### src/rtl/muldiv_pkg.sv
// muldiv_pkg: shared op encodings, FSM states and op-decode helpers for the RV32M unit
package muldiv_pkg;

    typedef enum logic [2:0] {
        MUL    = 3'b000,
        MULH   = 3'b001,
        MULHSU = 3'b010,
        MULHU  = 3'b011,
        DIV    = 3'b100,
        DIVU   = 3'b101,
        REM    = 3'b110,
        REMU   = 3'b111
    } md_op_e;

    typedef enum logic [1:0] {
        IDLE = 2'd0,
        CALC = 2'd1,
        FIX  = 2'd2,
        DONE = 2'd3
    } md_state_e;

    function automatic logic is_div(input logic [2:0] op);
        return op[2];
    endfunction

    function automatic logic a_signed(input logic [2:0] op);
        return !(op == MULHU || op == DIVU || op == REMU);
    endfunction

    function automatic logic b_signed(input logic [2:0] op);
        return op == MUL || op == MULH || op == DIV || op == REM;
    endfunction

endpackage

### src/rtl/muldiv_step.sv
// muldiv_step: one radix-2 shift-add (multiply) or restoring-subtract (divide) iteration
module muldiv_step #(
    parameter int XLEN = 32
) (
    input  logic [2*XLEN-1:0] acc,
    input  logic [XLEN-1:0]   mag,
    input  logic              div,
    output logic [2*XLEN-1:0] acc_next
);

    logic [XLEN:0] sum;
    logic [XLEN:0] rem_sh;
    logic [XLEN:0] diff;

    // Multiply: {hi,lo} holds partial product / multiplier; divide: {rem,quo} shifted left each step
    always_comb begin
        sum      = {1'b0, acc[2*XLEN-1:XLEN]} + (acc[0] ? {1'b0, mag} : '0);
        rem_sh   = acc[2*XLEN-1:XLEN-1];
        diff     = rem_sh - {1'b0, mag};
        acc_next = div ? {(diff[XLEN] ? rem_sh[XLEN-1:0] : diff[XLEN-1:0]), acc[XLEN-2:0], ~diff[XLEN]}
                       : {sum, acc[XLEN-1:1]};
    end

endmodule

### src/rtl/muldiv_unit.sv
// muldiv_unit: iterative RV32M multiply/divide unit with valid/ready input and hold-until-ack output
module muldiv_unit
    import muldiv_pkg::*;
#(
    parameter  int XLEN  = 32,
    localparam int CNT_W = $clog2(XLEN + 1)
) (
    input  logic            i_clk,
    input  logic            i_reset,
    input  logic            i_valid,
    output logic            o_ready,
    input  logic [XLEN-1:0] i_op_a,
    input  logic [XLEN-1:0] i_op_b,
    input  logic [2:0]      i_md_op,
    input  logic            i_flush,
    output logic            o_valid,
    input  logic            i_ack,
    output logic [XLEN-1:0] o_result
);

    localparam logic [XLEN-1:0] MIN_NEG = {1'b1, {(XLEN-1){1'b0}}};

    md_state_e         state;
    logic [CNT_W-1:0]  cnt;
    logic [2:0]        op;
    logic              neg;
    logic [2*XLEN-1:0] acc;
    logic [2*XLEN-1:0] acc_next;
    logic [XLEN-1:0]   mag;
    logic              sa;
    logic              sb;
    logic              neg_in;
    logic              div_zero;
    logic              div_ovf;
    logic [XLEN-1:0]   abs_a;
    logic [XLEN-1:0]   abs_b;
    logic [XLEN-1:0]   fast_result;
    logic [2*XLEN-1:0] prod;
    logic [XLEN-1:0]   quo;
    logic [XLEN-1:0]   rem;
    logic [XLEN-1:0]   fix_result;

    // Decode the incoming request: operand magnitudes, result sign and divide short-cuts
    always_comb begin
        sa          = a_signed(i_md_op) & i_op_a[XLEN-1];
        sb          = b_signed(i_md_op) & i_op_b[XLEN-1];
        abs_a       = sa ? -i_op_a : i_op_a;
        abs_b       = sb ? -i_op_b : i_op_b;
        neg_in      = (is_div(i_md_op) && i_md_op[1]) ? sa : sa ^ sb;
        div_zero    = is_div(i_md_op) && i_op_b == '0;
        div_ovf     = is_div(i_md_op) && !i_md_op[0] && i_op_a == MIN_NEG && i_op_b == '1;
        fast_result = i_md_op[1] ? (div_zero ? i_op_a : '0) : (div_zero ? '1 : i_op_a);
    end

    // Sign-correct the finished accumulator and pick the half the op asks for
    always_comb begin
        prod       = neg ? -acc : acc;
        quo        = neg ? -acc[XLEN-1:0] : acc[XLEN-1:0];
        rem        = neg ? -acc[2*XLEN-1:XLEN] : acc[2*XLEN-1:XLEN];
        fix_result = is_div(op) ? (op[1] ? rem : quo) : (op == MUL ? prod[XLEN-1:0] : prod[2*XLEN-1:XLEN]);
    end

    muldiv_step #(.XLEN(XLEN)) u_step (
        .acc      (acc),
        .mag      (mag),
        .div      (is_div(op)),
        .acc_next (acc_next)
    );

    // Control FSM; o_valid lags entry into DONE by one cycle and ack is honoured only once it is visible
    always_ff @(posedge i_clk) begin
        if (i_reset) begin
            state    <= IDLE;
            cnt      <= '0;
            op       <= '0;
            neg      <= 1'b0;
            acc      <= '0;
            mag      <= '0;
            o_valid  <= 1'b0;
            o_ready  <= 1'b1;
            o_result <= '0;
        end else if (i_flush && state != IDLE) begin
            state   <= IDLE;
            cnt     <= '0;
            o_valid <= 1'b0;
            o_ready <= 1'b1;
        end else begin
            case (state)
                IDLE: if (i_valid) begin
                    op      <= i_md_op;
                    neg     <= neg_in;
                    cnt     <= '0;
                    o_ready <= 1'b0;
                    if (div_zero || div_ovf) begin
                        state    <= DONE;
                        o_result <= fast_result;
                    end else begin
                        state <= CALC;
                        acc   <= {{XLEN{1'b0}}, is_div(i_md_op) ? abs_a : abs_b};
                        mag   <= is_div(i_md_op) ? abs_b : abs_a;
                    end
                end
                CALC: begin
                    acc   <= acc_next;
                    cnt   <= cnt + 1'b1;
                    state <= cnt == CNT_W'(XLEN - 1) ? FIX : CALC;
                end
                FIX: begin
                    o_result <= fix_result;
                    state    <= DONE;
                end
                DONE: if (i_ack && o_valid) begin
                    state   <= IDLE;
                    o_valid <= 1'b0;
                    o_ready <= 1'b1;
                end else begin
                    o_valid <= 1'b1;
                end
                default: state <= IDLE;
            endcase
        end
    end

endmodule

### config.mk
export PLATFORM = sky130hd
export DESIGN_NAME = muldiv_unit
export DESIGN_NICKNAME = d
export VERILOG_FILES = /design/src/rtl/muldiv_pkg.sv /design/src/rtl/muldiv_step.sv /design/src/rtl/muldiv_unit.sv
export SDC_FILE = /design/constraint.sdc
export NUM_CORES = 1
export LEC_CHECK = 0
export CAP_MARGIN = 40
export CORE_MARGIN = 8
export CORE_UTILIZATION = 30
export CTS_CLUSTER_SIZE = 14
export DETAILED_ROUTE_END_ITERATION = 12
export PLACE_DENSITY = 0.57
export SLEW_MARGIN = 20
export SYNTH_ARGS = -nofsm -noshare
export SYNTH_HDL_FRONTEND = slang
export SYNTH_SLANG_ARGS = --single-unit
### constraint.sdc
create_clock -name i_clk -period 3.8 [get_ports i_clk]
set_input_delay 0.57 -clock i_clk [delete_from_list [all_inputs] [get_ports i_clk]]
set_output_delay 0.57 -clock i_clk [all_outputs]
set_load 0.005 [all_outputs]
==> qor.yml, run 1 <==
global_routing:
  grt_pass1_wl_um: 101000
  grt_pass1_vias: 16457
  grt_max_degree: 75
  use_met2_pct: 33.3
  antenna_found_initial: 1
  globalRouteOverflowTotal: 0
  grt.busiest_layer: "met2"
  use_met1_pct: 29.1
  gr-usage-all-layers_pct: 21.5
  met3_usage_pct: 3.98
final_layout:
  drive_gt1_share_pct: 9.81
  final_cell_mix: "245 x nor2_1, 206 x a21oi_1, 186 x nand2_1"
  fin_util_pct: 36.2
  antenna_cells: 0
  final_common_cell: "nor2_1"
  finish.instance_area_um2: 18500
  syn2layout_area_growth_pct: 19.3
  final_nets: 2456
timing:
  setup_violations: 0
  rsz0062_at_grt: "no"
  slew-limit-headroom_pct: 36.4
  setup_slack_ns: 0.157
  slew_violations: 0
  hold_viol: 0
  tightest_slew_ns: 0.941
  post-route-min-period_ns: 3.64
  fin_crit_sh_pct: 95.9
  fin_skew_ns: 0.0150
  hold_slack_ns: 0.453
  fmax_mhz: 275
place:
  hpwlAfterDp_um: 53800
  placed_cell_area_um2: 17900
  pre_cts_ws_ns: -0.0588
  gp_congestion: 0.994
  io_buffers: 105
detailed_routing:
  wl_per_cell_um: 22.4
  drc_errors: 0
  ant_nets: 0
  routed_wl_um: 67200
  via_per_inst: 5.89
  drt-pass1-iter-count: 6
  drt_iter0_markers: 1904
  vias: 17688
clocking:
  cts.sinks: 142
  cts_root_buffer: "clkbuf_16"
  numCtsBuffers: 17
  cts_tree: "built"
  cts_htree_levels: 4
  cts_hold_buffers: 0
  cts_buffer_depth: 2
  cts.clk_slew.worst_paths_ns: 0.07
  insertion_delay_ns: 0.45
power_and_ir_drop:
  p_int_mw: 3.33
  power_frac_comb_pct: 36.7
  powerDensity_nw_per_um2: 294
  ir_worst_vdd_mv: 0.327
  p_sw_share_pct: 39.0
  p_leak_nw: 7.03
  p_seq_share_pct: 31.3
  p_switching_mw: 2.13
  power_frac_clock_pct: 32.0
yosys:
  synth-seq-cells: 142
  netlist-cell-type-count: 80
  synthFlopType: "dfxtp_1"
  ys_warn_count: 0
  yosysSeqAreaShare_pct: 18.3
  synthArstFlopShare_pct: 0
  synthCells: 2218
  synth_edf_count: 0
  synth_area_per_cell_um2: 7.00
  synthesis.area_um2: 15500
  synth_nets: 2362
setup_path:
  slowest_stage: "or3_1"
  cp_max_fo: 11
  path_buf_inv: 1
  crit_path_end_kind: "flop"
  crit_path_frequent_cell: "nor2_1"
  path_class: "reg -> reg"
  crit_required_ns: 4.18
  critical_path.max_stage_delay_ns: 0.44
  worstPathArrival_ns: 4.02
  crit_path_start_kind: "flop"
  path_cells: "inv_1, nor2_1, ha_1, nand3_1, or3_1, a211o_1, a211oi_1, nor2_1, o21ai_0, mux2_2, nor3_1"
  cp_top_family: "compound AO/OA/AOI/OAI gates"
run_status:
  status: "finished clean"
floorplan:
  num_rows: 83
  fp.dieW_um: 244
  die_y_um: 244
  io_pins: 106
  start_util_pct: 30.3
  core_area_um2: 51200
  dieArea_um2: 59300
run:
  maxCapViolCount: 0
worst_hold_path:
  hp-class: "reg -> reg"
==> final cells by class <==
class,instances,area (um^2)
Timing Repair Buffer,249,2190
Clock buffer,18,439
Inverter,71,267
Multi-Input combinational cell,1831,11800
Sequential cell,142,2850
Clock inverter,14,158
Tap cell,680,851
Fill cell,5402,32700
==> power by group through the flow <==
| stage | Sequential [mW] | Clock (mW) | Combinational, mW |
|---|---|---|---|
| detailed placement | 1.74 | 0 | 1.95 |
| CTS | 1.70 | 1.76 | 1.95 |
| global placement | 1.73 | 0 | 1.94 |
| floorplan | 1.65 | 0 | 1.28 |
| global route | 1.72 | 1.82 | 2.15 |
| finish | 1.71 | 1.74 | 2.00 |
==> path summary, 6_finish.rpt <==
path         startpoint       to  slack, ns  cells after the start
max              acc[0]  acc[61]       0.16                     11
min             mag[14]  mag[14]       0.45                      2
min reg2reg     mag[14]  mag[14]       0.45                      2
max reg2reg      acc[0]  acc[61]       0.16                     11
==> worst reg2reg max path, stage by stage (launching register included) <==
cell and delay, ns:
dfxtp_1 0.33, inv_1 0.32, nor2_1 0.10, ha_1 0.40, nand3_1 0.15, or3_1 0.44
a211o_1 0.34, a211oi_1 0.39, nor2_1 0.19, o21ai_0 0.36, mux2_2 0.38, nor3_1 0.17
==> cell families (layout without fill, tap and decap cells) <==
family,count (synthesis),in the layout,share of synthesized area (%)
xor+xnor,171,171,9.65
flops,142,142,18.3
fa+ha+maj,94,94,7.32
compound gates,736,736,30.3
buf+inv,245,352,6.11
mux,75,75,4.96
simple gates,755,755,23.3
==> sequential cells by signal, indices dropped and copies added (netlist names) <==
name	count
acc	64
mag	32
o_result	32
cnt	6
op	3
state	2
neg	1
o_ready	1
o_valid	1
==> metrics by stage <==
step / power (mW) / setup TNS (ns) / std cells
floorplan: 2.93 / 0 / 2218
global placement: 3.67 / -0.0318 / 2971
detailed placement: 3.68 / -0.0628 / 2972
CTS: 5.42 / 0 / 3004
global route: 5.69 / 0 / 3005
finish: 5.46 / 0 / 3005
==> per-layer routing <==
metal	vias to the layer above	part of all wire [%]
met4	4	4.0
met5	-	0.043
li1	8369	-
met1	8415	44
met3	123	7.7
met2	777	44
==> Yosys cell counts (9+ instances only) <==
master / n / area, um^2
a21o_1: 27 / 203
a22oi_1: 25 / 188
or2_2: 14 / 87.6
o31ai_1: 34 / 255
maj3_1: 22 / 220
o221ai_1: 12 / 105
clkbuf_1: 148 / 556
buf_2: 11 / 55.1
and3_1: 16 / 100
mux2i_1: 69 / 691
o41ai_1: 11 / 96.3
nand3_1: 52 / 260
nor4_1: 26 / 163
a221oi_1: 16 / 140
nor3_1: 66 / 330
and2_1: 14 / 87.6
nand2b_1: 24 / 150
a21oi_1: 207 / 1040
a31oi_1: 28 / 175
or4_1: 26 / 195
nand2_1: 186 / 698
o31a_1: 9 / 78.8
buf_1: 13 / 48.8
o211ai_1: 20 / 150
o22ai_1: 23 / 144
nor2_1: 246 / 923
dfxtp_1: 142 / 2840
nand4_1: 26 / 163
a211oi_1: 61 / 458
a311oi_1: 10 / 87.6
o21ai_0: 171 / 856
ha_1: 70 / 876
or3_1: 22 / 138
xnor2_1: 96 / 841
inv_1: 70 / 263
o21bai_1: 10 / 75.1
xor2_1: 75 / 657
==> repair_timing <==
| action | 4_1_cts | 5_1_grt |
|---|---|---|
| setup buffers | 0 | 1 |
| hold endpoints to repair | 0 | 0 |
| gates resized for setup | 0 | 3 |
| endpoints found under the setup margin | 0 | 7 |
(Power assumes the default switching activity.)
==> run 2, diff against run 1 <==
--- a/config.mk
+++ b/config.mk
@@ -7,10 +7,10 @@
 export LEC_CHECK = 0
 export CAP_MARGIN = 40
 export CORE_MARGIN = 8
-export CORE_UTILIZATION = 30
+export CORE_UTILIZATION = 40
 export CTS_CLUSTER_SIZE = 14
 export DETAILED_ROUTE_END_ITERATION = 12
-export PLACE_DENSITY = 0.57
+export PLACE_DENSITY = 0.69
 export SLEW_MARGIN = 20
 export SYNTH_ARGS = -nofsm -noshare
 export SYNTH_HDL_FRONTEND = slang
==> run 2 against run 1 <==
Total power rose by 0.27%. Count of clock-buffer cells in the layout fell by 1. Flip-flop and latch count did not move. Maximum frequency rose by 3.9%. Register-to-register slack improved by 0.14 ns. Cell count fell by 5.0%. Combinational power barely moved. Hold slack improved by 0.0017 ns. First-iteration DRC count rose by 20%. Via count rose by 2.8%. Clock skew rose by 0.0012 ns. Critical endpoint is now o_result[27]. Clock power barely moved.
==> qor.yml, run 2 (synthesis results as in run 1) <==
setup_path:
  worstPathArrival_ns: 3.83  # was 4.02 ns
  crit_path_start_kind: "flop"  # unchanged
  cp_max_fo: 7  # was 11
  path_class: "reg -> reg"  # unchanged
  crit_required_ns: 4.13  # was 4.18 ns
  crit_path_end_kind: "flop"  # unchanged
  rrSetupSlack_ns: 0.29  # was 0.16 ns
timing:
  hold_slack_ns: 0.455  # was 0.453 ns
  fin_skew_ns: 0.0162  # was 0.0150 ns
  tightest_slew_ns: 0.786  # was 0.941 ns
  finalSetupTns_ns: 0  # unchanged
  post-route-min-period_ns: 3.51  # was 3.64 ns
  fmax_mhz: 285  # was 275 MHz
  hold_viol: 0  # unchanged
  fin_crit_sh_pct: 92.3  # was 95.9%
  slew_violations: 0  # unchanged
  rsz0062_at_grt: "no"  # unchanged
  setup_slack_ns: 0.294  # was 0.157 ns
  slew-limit-headroom_pct: 47.2  # was 36.4%
  setup_violations: 0  # unchanged
clocking:
  numCtsBuffers: 17  # unchanged
  insertion_delay_ns: 0.45  # about the same
  cts.sinks: 142  # unchanged
  cts_buffer_depth: 2  # unchanged
  cts_tree: "built"  # unchanged
  cts_htree_levels: 4  # unchanged
  cts_root_buffer: "clkbuf_16"  # unchanged
  cts.clk_slew.worst_paths_ns: 0.07  # about the same
detailed_routing:
  drt_iter0_markers: 2289  # was 1,904
  ant_nets: 0  # unchanged
  drc_errors: 0  # unchanged
  via_per_inst: 6.37  # was 5.89
  vias: 18186  # was 17,688
  routed_wl_um: 65200  # was 67,200 um
  wl_per_cell_um: 22.9  # was 22.4 um
  drt-pass1-iter-count: 6  # unchanged
floorplan:
  fp.dieW_um: 213  # was 244 um
  die_y_um: 213  # was 244 um
  io_pins: 106  # unchanged
  num_rows: 72  # was 83
  start_util_pct: 40.4  # was 30.3%
  core_area_um2: 38500  # was 51,200 um^2
  dieArea_um2: 45400  # was 59,300 um^2
global_routing:
  grt_max_degree: 84  # was 75
  antenna_found_initial: 1  # unchanged
  grt_pass1_wl_um: 98700  # was 101,000 um
  grt_pass1_vias: 16791  # was 16,457
  globalRouteOverflowTotal: 0  # unchanged
  gr-usage-all-layers_pct: 27.9  # was 21.5%
run:
  maxCapViolCount: 0  # unchanged
place:
  gp_congestion: 1.02  # was 0.994
  hpwlAfterDp_um: 51100  # was 53,800 um
  pre_cts_ws_ns: 0.0678  # was -0.0588 ns
  io_buffers: 105  # unchanged
final_layout:
  nFillCells: 3891  # was 5,402
  final_common_cell: "nor2_1"  # unchanged
  drive_gt1_share_pct: 10.2  # was 9.81%
  fin_util_pct: 47.9  # was 36.2%
  top_register: "acc"  # unchanged
  final_nets: 2467  # was 2,456
  antenna_cells: 0  # unchanged
  final_cell_mix: "245 x nor2_1, 206 x a21oi_1, 186 x nand2_1"  # unchanged
  reg_top3: "acc (64), mag (32), o_result (32)"  # unchanged
  syn2layout_area_growth_pct: 18.7  # was 19.3%
  largest_register_ffs: 64  # unchanged
power_and_ir_drop:
  p_leak_nw: 7.10  # was 7.03 nW
  powerDensity_nw_per_um2: 297  # was 294 nW/um^2
  ir_worst_vdd_mv: 0.328  # was 0.327 mV
  power.total_mw: 5.47  # was 5.46 mW
run_status:
  status: "finished clean"  # unchanged
worst_hold_path:
  hp-class: "reg -> reg"  # unchanged
## run 2: changes by cell type in the layout (fill, tap and decap cells not counted), moves of 2 or more
cell / delta
inv_8: +3
inv_6: +3
buf_16: +2
buf_4: +8
clkinvlp_4: -2
## run 2: critical path, stage by stage (launching register included)
cell	delay [ns]
dfxtp_1	0.36
buf_4	0.18
or4_1	0.66
nor3_1	0.56
nand2_1	0.36
o31ai_1	0.37
xnor2_1	0.22
o21ai_0	0.12
and3_1	0.21
a2111oi_0	0.35
## run 2: final timing paths
| kind | depth (start not counted) | to | from |
|---|---|---|---|
| min reg2reg | 2 | mag[2] | mag[2] |
| min | 2 | mag[2] | mag[2] |
| max reg2reg | 9 | o_result[27] | acc[32] |
| max | 9 | o_result[27] | acc[32] |
## run 2: metal layers
metal	routed length, um	track usage [%]	part of all wire (%)
met2	27900	41.6	43
met3	6540	6.44	10
met4	3400	13.7	5.2
met5	18	0	0.028
met1	27400	37.4	42
## run 2: cell type report
type                            instances  area (um^2)  area share, %
Clock buffer                           17          425           2.31
Clock inverter                         15          168          0.910
Inverter                               71          270           1.47
Multi-Input combinational cell       1831        11800           63.8
Sequential cell                       142         2850           15.4
Tap cell                              518          648           3.52
Timing Repair Buffer                  260         2310           12.6
## run 2: timing repair
item                       in CTS  in global routing
setup endpoints to repair       0                  2
buffers inserted                0                  0
hold buffers                    0                  0
gates resized for setup         0                  2
## run 2: report_power, final
group	internal (mW)	switching [mW]	leakage [nW]	total [mW]
Combinational	0.777	1.24	5.66	2.01
Clock	0.938	0.830	0.286	1.77
Sequential	1.57	0.123	1.16	1.69
## run 2: stage by stage
stage | cells | area (um^2)
floorplan | 2218 | 15500
global placement | 2819 | 17800
detailed placement | 2820 | 17800
CTS | 2852 | 18400
global route | 2854 | 18400
finish | 2854 | 18400
==> run 3, diff against run 2 <==
--- a/config.mk
+++ b/config.mk
@@ -5,7 +5,6 @@
 export SDC_FILE = /design/constraint.sdc
 export NUM_CORES = 1
 export LEC_CHECK = 0
-export CAP_MARGIN = 40
 export CORE_MARGIN = 8
 export CORE_UTILIZATION = 40
 export CTS_CLUSTER_SIZE = 14
==> run 3 against run 2 <==
Die area unchanged. Clock power about the same. Cell count decreased by 0.11%. Sequential share of layout area increased by 0.060 points. Sequential power about the same. Flip-flop and latch count unchanged. Cell area decreased by 0.39%. Utilization decreased by 0.19 points. Register-to-register slack got worse by 0.04 ns. Combinational power about the same. Non-clock buffer count decreased by 3. Critical path type unchanged. Largest cell class unchanged.
==> qor.yml, run 3 (synthesis results as in run 1) <==
setup_path:
  crit_path_start_kind: "flop"  # unchanged
  path_class: "reg -> reg"  # unchanged
  reg2regPathDepth: 14  # was 9
  crit_path_frequent_cell: "buf_4"
  crit_required_ns: 4.16  # was 4.13 ns
  endpoint: "acc[61]"  # was o_result[27]
  rrSetupSlack_ns: 0.25  # was 0.29 ns
  r2r_start: "acc[0]"  # was acc[32]
  path_buf_inv: 4  # was 1
  critical_path.max_stage_delay_ns: 0.45  # was 0.66 ns
  startpoint: "acc[0]"  # was acc[32]
  worstPathArrival_ns: 3.90  # was 3.83 ns
  cp_max_fo: 12  # was 7
  path_depth: 14  # was 9
  path_cells: "inv_1, buf_4, nor2_1, ha_1, and3_1, nand3_1, o32a_1, a211oi_1, buf_4, nor2_1, o21ai_0, buf_4, mux2_2, nor3_1"  # was buf_4, or4_1, nor3_1, nand2_1, o31ai_1, xnor2_1, o21ai_0, and3_1, a2111oi_0
  crit_path_end_kind: "flop"  # unchanged
  slowest_stage: "o32a_1"  # was or4_1
  cp_top_family: "compound AO/OA/AOI/OAI gates"  # was simple AND/OR/NAND/NOR gates
  r2r-end: "acc[61]"  # was o_result[27]
timing:
  fin_skew_ns: 0.0128  # was 0.0162 ns
  slew_violations: 0  # unchanged
  setup_violations: 0  # unchanged
  hold_viol: 0  # unchanged
  rsz0062_at_grt: "no"  # unchanged
  fmax_mhz: 282  # was 285 MHz
  slew-limit-headroom_pct: 34.9  # was 47.2%
  post-route-min-period_ns: 3.55  # was 3.51 ns
  finalSetupTns_ns: 0  # unchanged
  hold_slack_ns: 0.456  # was 0.455 ns
  tightest_slew_ns: 0.975  # was 0.786 ns
  fin_crit_sh_pct: 93.4  # was 92.3%
detailed_routing:
  drt-pass1-iter-count: 11  # was 6
  drt_iter0_markers: 2332  # was 2,289
  routed_wl_um: 65300  # was 65,200 um
  via_per_inst: 6.39  # was 6.37
  wl_per_cell_um: 22.9  # about the same
  drc_errors: 0  # unchanged
  vias: 18220  # was 18,186
  ant_nets: 0  # unchanged
floorplan:
  core_area_um2: 38500  # unchanged
  die_y_um: 213  # unchanged
  dieArea_um2: 45400  # unchanged
  start_util_pct: 40.4  # unchanged
  fp.dieW_um: 213  # unchanged
  num_rows: 72  # unchanged
  io_pins: 106  # unchanged
final_layout:
  finish.instance_area_um2: 18400  # about the same
  final_nets: 2464  # was 2,467
  top_register: "acc"  # unchanged
  fin_util_pct: 47.7  # was 47.9%
  syn2layout_area_growth_pct: 18.3  # was 18.7%
  reg_top3: "acc (64), mag (32), o_result (32)"  # unchanged
  antenna_cells: 0  # unchanged
  drive_gt1_share_pct: 10.0  # was 10.2%
  final_common_cell: "nor2_1"  # unchanged
  largest_register_ffs: 64  # unchanged
  final_cell_mix: "245 x nor2_1, 206 x a21oi_1, 186 x nand2_1"  # unchanged
power_and_ir_drop:
  p_leak_nw: 7.08  # was 7.10 nW
  powerDensity_nw_per_um2: 297  # about the same
  ir_worst_vdd_mv: 0.335  # was 0.328 mV
clocking:
  cts.sinks: 142  # unchanged
  cts_tree: "built"  # unchanged
  insertion_delay_ns: 0.44  # was 0.45 ns
  numCtsBuffers: 17  # unchanged
  cts_buffer_depth: 2  # unchanged
  cts_hold_buffers: 0  # unchanged
  cts_setup_buffers: 0  # unchanged
  cts.clk_slew.worst_paths_ns: 0.07  # about the same
  cts_resized: 0  # unchanged
  cts_root_buffer: "clkbuf_16"  # unchanged
  cts_htree_levels: 4  # unchanged
place:
  hpwlAfterDp_um: 51100  # about the same
  placed_cell_area_um2: 17800  # about the same
  gp_congestion: 1.02  # unchanged
  io_buffers: 105  # unchanged
global_routing:
  grt_max_degree: 84  # unchanged
  gr-usage-all-layers_pct: 27.9  # about the same
  grt_pass1_vias: 16860  # was 16,791
  globalRouteOverflowTotal: 0  # unchanged
  grt_pass1_wl_um: 98900  # was 98,700 um
  antenna_found_initial: 0  # was 1
worst_hold_path:
  hp-class: "reg -> reg"  # unchanged
run_status:
  status: "finished clean"  # unchanged
run:
  maxCapViolCount: 0  # unchanged
[run 3: worst min path at each step]
stage                     cells after the start  endpoint  startpoint
after global placement                        2    mag[5]      mag[5]
after detailed placement                      2    mag[2]      mag[2]
after CTS                                     2    mag[2]      mag[2]
final                                         2    mag[2]      mag[2]
after global routing                          2   mag[25]     mag[25]
after floorplan                               2   mag[29]     mag[29]
[run 3: through the flow]
step / setup slack [ns] / instances / power, mW
floorplan: 0.508 / 2218 / 2.93
CTS: 0.287 / 2851 / 5.40
global route: 0.0368 / 2851 / 5.68
finish: 0.252 / 2851 / 5.46
global placement: 0.0867 / 2819 / 3.62
detailed placement: 0.0493 / 2819 / 3.65
[run 3: report_power, final]
group | switching [mW] | leakage [nW] | internal, mW
Sequential | 0.124 | 1.16 | 1.57
Clock | 0.766 | 0.292 | 0.997
Combinational | 1.24 | 5.63 | 0.768
[run 3: area by class of cell]
cell class	count	area, um^2
fillers	3875	20100
multi-input cells	1831	11800
flip-flops and latches	142	2850
repair buffers	257	2240
well taps	518	648
clock buffers	18	439
inverters	71	267
clock inverters	14	156
[run 3: worst min-delay path, delay by kind of cell, from the launching register on]
family          cells  cell delay (ns)
compound gates      1             0.05
simple gates        1             0.05
flops               1             0.31
[run 3: routing by layer]
metal	share of wire, %	routed length (um)	track usage, %
met1	42	27300	37.4
met2	42	27600	41.0
met3	10	6730	6.37
met4	5.6	3680	14.9
met5	0	0	0
